### src/rtl/regfile_pkg.sv
// Shared constants for the register file: data width, address width,
// register count and the hard-wired zero register index.
package regfile_pkg;
  localparam int WIDTH    = 32;
  localparam int ADDR_W   = 5;
  localparam int NUM_REGS = 2 ** ADDR_W;
  localparam int ZERO_REG = 0;
endpackage

### src/rtl/regfile_decoder1to32.sv
// One-hot write-enable decoder: en gates the address into a single bit.
// Ports: en, addr[ADDR_W] in; onehot[2**ADDR_W] out (all-zero when en=0).
module decoder1to32 #(
  parameter int ADDR_W = 5
) (
  input  logic                 en,
  input  logic [ADDR_W-1:0]    addr,
  output logic [2**ADDR_W-1:0] onehot
);

  // Address is only looked at when en is high, so an unknown address
  // with en low still yields an all-zero vector.
  always_comb begin
    onehot = '0;
    if (en) begin
      onehot[addr] = 1'b1;
    end
  end

endmodule

### src/rtl/regfile.sv
// 2**ADDR_W x WIDTH register file, one write port, two combinational reads,
// r0 hard-wired to zero. Define REGFILE_BYPASS_EN for write-to-read forwarding.
// Ports: clk, reset_n (async, active-low), wr_en/wr_addr/wr_data,
//        rd_addr1/rd_data1, rd_addr2/rd_data2.
module regfile #(
  parameter int WIDTH  = regfile_pkg::WIDTH,
  parameter int ADDR_W = regfile_pkg::ADDR_W
) (
  input  logic              clk,
  input  logic              reset_n,
  input  logic              wr_en,
  input  logic [ADDR_W-1:0] wr_addr,
  input  logic [WIDTH-1:0]  wr_data,
  input  logic [ADDR_W-1:0] rd_addr1,
  input  logic [ADDR_W-1:0] rd_addr2,
  output logic [WIDTH-1:0]  rd_data1,
  output logic [WIDTH-1:0]  rd_data2
);

  import regfile_pkg::*;

  localparam int NREGS = 2 ** ADDR_W;
  localparam logic [ADDR_W-1:0] ZADDR = ADDR_W'(ZERO_REG);

  logic [NREGS-1:0] we_vec;
  logic [WIDTH-1:0] regs_q [NREGS];
  logic [WIDTH-1:0] regs_d [NREGS];
  logic             byp1;
  logic             byp2;

  decoder1to32 #(
    .ADDR_W (ADDR_W)
  ) u_dec (
    .en     (wr_en),
    .addr   (wr_addr),
    .onehot (we_vec)
  );

  always_comb begin
    for (int i = 0; i < NREGS; i++) begin
      regs_d[i] = we_vec[i] ? wr_data : regs_q[i];
    end
    // r0 never loads, so it stays at its reset value of zero.
    regs_d[ZERO_REG] = '0;
  end

  always_ff @(posedge clk or negedge reset_n) begin
    if (!reset_n) begin
      for (int i = 0; i < NREGS; i++) begin
        regs_q[i] <= '0;
      end
    end else begin
      for (int i = 0; i < NREGS; i++) begin
        regs_q[i] <= regs_d[i];
      end
    end
  end

`ifdef REGFILE_BYPASS_EN
  // Forward the pending write, never to r0 and never during reset.
  always_comb begin
    byp1 = reset_n && wr_en && (wr_addr != ZADDR)
           && (wr_addr == rd_addr1);
    byp2 = reset_n && wr_en && (wr_addr != ZADDR)
           && (wr_addr == rd_addr2);
  end
`else
  always_comb begin
    byp1 = 1'b0;
    byp2 = 1'b0;
  end
`endif

  // Two 32:1 read muxes; registers are cleared during reset so the
  // outputs read zero then without extra gating.
  always_comb begin
    rd_data1 = byp1 ? wr_data : regs_q[rd_addr1];
    rd_data2 = byp2 ? wr_data : regs_q[rd_addr2];
  end

endmodule

### config.mk
export PLATFORM = sky130hd
export DESIGN_NAME = regfile
export DESIGN_NICKNAME = d
export VERILOG_FILES = /design/src/rtl/regfile_pkg.sv /design/src/rtl/regfile_decoder1to32.sv /design/src/rtl/regfile.sv
export SDC_FILE = /design/constraint.sdc
export NUM_CORES = 2
export LEC_CHECK = 0
export ABC_AREA = 0
export BUFFER_PORTS_ARGS = -buffer_cell sky130_fd_sc_hd__buf_2
export CAP_MARGIN = 0
export CORE_MARGIN = 3
export CORE_UTILIZATION = 53
export DETAILED_ROUTE_END_ITERATION = 8
export GPL_TIMING_DRIVEN = 0
export PLACE_DENSITY = 0.75
export SYNTH_ARGS = -nofsm -noshare
export SYNTH_HDL_FRONTEND = slang
export SYNTH_SLANG_ARGS = --single-unit
### constraint.sdc
create_clock -name clk -period 4.1 [get_ports clk]
set_clock_uncertainty 0.15 [all_clocks]
set_input_delay 0.41 -clock clk [delete_from_list [all_inputs] [get_ports clk]]
set_output_delay 0.41 -clock clk [all_outputs]
set_load 0.005 [all_outputs]
==> reports/results.ini <==
[timing]
setup_viol=1
slew_violations=0
tightest_slew_ns=1.14
fin_setup_tns_ns=-0.0265
maxSlewHeadroom_pct=23.8
final.setup.worst_slack_ns=-0.0265
timing.fmax_mhz=242
holdWs_ns=0.138
hold_viol_final=0
layout_min_cycle_time_ns=4.13
period_share_pct=101

[routing]
dr_total_vias=35896
drt-total-wl_um=164000
routed_via_density=6.86
drt-wirelength-per-cell_um=31.3
drtPass1Iterations=8
first_iter_violations=3926
drc=0
drtAntennaViolNets=0

[power_and_ir_drop]
p_switching_mw=8.19
leakage_nw=26.2
p_sw_share_pct=27.5
p_clk_share_pct=34.8
combPwrFrac_pct=21.1
ir_drop_v=0.000393
p_seq_share_pct=44.1
internal_power_mw=21.6
totalPowerFinal_mw=29.8
pwr_density_cell_nw_per_um2=499

[synth]
synth_nets=3647
ys_seq_elements=992
yosysUniqueCellTypes=30
ys.warnings.count=0
yosysSeqAreaShare_pct=46.7
synth_area_um2=53200
postSynthCellCount=3597
avgSynthCellArea_um2=14.8

[final_layout]
largest_reg_flops=992
synthToLayoutAreaGrowth_pct=12.2
final_nets=3899
seqCellArea_um2=24800
largest_register=regs_q
drive_gt1_share_pct=46.8
nFillCells=7513
multi_input_area_um2=26500
top_regs=regs_q: 992 flops

[global_route]
grt_start_max_net_pins=121
grt_pass1_wl_um=240000
antenna_found_initial=9
grt-ovfl-total=0
track_usage_pct=31.4
grt_pass1_vias=36352

[cts]
cts_setup_buffers=0
cts-buffers-inserted=105
cts_root_buf=clkbuf_16
insertion_delay_ns=0.67
cts_tree=built
numClockSinks=992
clk_pin_slew_ns=0.06
cts_buffer_depth=3
cts_max_level=3

[worst_setup_path]
crit_fanout=10
setup.worst_path.end_class=primary output
r2r_cells=1
required_ns=3.54
critPathArrivalTime_ns=3.57
start_kind=primary input
timing.rr.end=regs_q[380]
path_class=primary input to primary output
timing.rr.start=regs_q[380]
rrSetupSlack_ns=3.12

[floorplanning]
core_um2=99000
row_count=115
die-area_um2=104000
die_x_um=323
io_pins=114
start_util_pct=53.7
die_y_um=323

[place]
portBuffers=105
gp_congestion=0.950
detailed_place_hpwl_um=117000

[status]
run_status=complete, but fails checks
violations=negative setup slack

[worst_hold_path]
hp-start=wr_data[18]
min-delay-path-class=primary input to flop
hold_path_depth=2
holdPathEnd=regs_q[18]

[run]
max_cap_viol_count=0

-- synth_stat cells (all sizes together) --
master / number / area share, %
nand3: 2 / 0.019
mux2: 1055 / 22
and2: 66 / 0.78
mux4: 384 / 16
nor2: 19 / 0.15
o21ai: 64 / 0.60
nor3: 1 / 0.0094
a211oi: 64 / 0.90
nand2b: 2 / 0.024
nor3b: 4 / 0.056
dfrtp: 992 / 47
inv: 2 / 0.014
or3b: 1 / 0.016
buf: 193 / 2.0
nand3b: 4 / 0.056
mux2i: 194 / 3.7
nor2b: 6 / 0.071
clkbuf: 203 / 1.4
o22ai: 64 / 0.75
nand2: 19 / 0.13
and3b: 1 / 0.016
or2: 1 / 0.012
and3: 1 / 0.012
a22o: 191 / 3.1
o31ai: 64 / 0.90
-- power groups by stage --
stage                     clock, mW  combinational (mW)  sequential [mW]
final                          10.4                6.28             13.1
after global routing           10.9                6.67             13.3
after CTS                      10.4                6.21             13.1
after detailed placement          0                6.15             13.2
after global placement            0                5.95             13.0
after floorplan                   0                4.58             12.7
-- critical path, stage by stage --
cell      delay, ns
clkbuf_1       0.32
buf_2          0.44
buf_1          0.62
mux4_2         0.42
a22o_1         0.21
o21ai_1        0.61
o31ai_1        0.29
buf_2          0.21
-- worst max path at each step --
stage	to	from	cells after the start	slack (ns)
finish	rd_data2[19]	rd_addr2[2]	8	-0.03
global route	rd_data2[13]	rd_addr2[2]	8	-0.001
CTS	rd_data2[18]	rd_addr2[2]	8	0.003
detailed placement	rd_data1[13]	rd_addr1[2]	8	-0.08
global placement	regs_q[153]	reset_n	1	-19.08
floorplan	rd_data1[10]	rd_addr1[0]	7	1.64
-- layout by cell type (no fill, tap or decap), drive strengths merged --
cell type,n
nor3b,4
a211oi,64
clkinvlp,3
a22o,191
o31ai,64
and2,66
dfrtp,992
nand3b,4
nand2b,2
diode,6
nor3,1
nand3,2
and3b,1
or2,1
nor2,19
clkinv,24
nand2,19
mux2i,194
mux4,384
and3,1
o21ai,64
inv,4
o22ai,64
nor2b,6
or3b,1
clkbuf,358
bufinv,16
buf,303
mux2,1055
dlygate4sd3,32
-- stage by stage --
stage	util (%)	area, um^2	worst slack, ns	instances
final	60.3	59700	-0.0265	5232
after global routing	60.3	59700	-0.00137	5229
after CTS	60.3	59600	0.00341	5226
after detailed placement	56.1	55600	-0.0845	4997
after global placement	55.9	55300	-19.08	4989
after floorplan	-	53200	1.64	3597
-- timing repair --
action | CTS | global route
endpoints found under the setup margin | 9 | 14
hold buffers | 32 | 0
hold endpoints to repair | 136 | 0
gates resized for setup | 2 | 19
-- cell families (layout without fill, tap and decap cells) --
family                 after synthesis  in the layout  share of synthesized area (%)
other                                0              6                              0
buffers and inverters              398            740                           3.43
AND/OR/NAND/NOR                    127            127                           1.35
AO/OA/AOI/OAI                      447            447                           6.31
multiplexers                      1633           1633                           42.2
flip-flops                         992            992                           46.7
-- layout make-up --
cell class,instances,share of cell area [%]
multi-input cells,2207,44.5
flip-flops and latches,992,41.6
clock buffers,152,5.23
plain buffers,396,3.07
well taps,1287,2.70
repair buffers,145,1.80
clock inverters,45,1.08
diodes,6,0.0252
inverters,2,0.0126
-- metal layers --
layer,GRT usage (%),wire (um),up-vias
met4,13.3,7280,4
met2,48.0,74700,1933
met5,0,27,-
met3,9.05,17500,459
met1,42.3,64100,19003
li1,-,-,14497
Power figures use the tool's default switching activity.
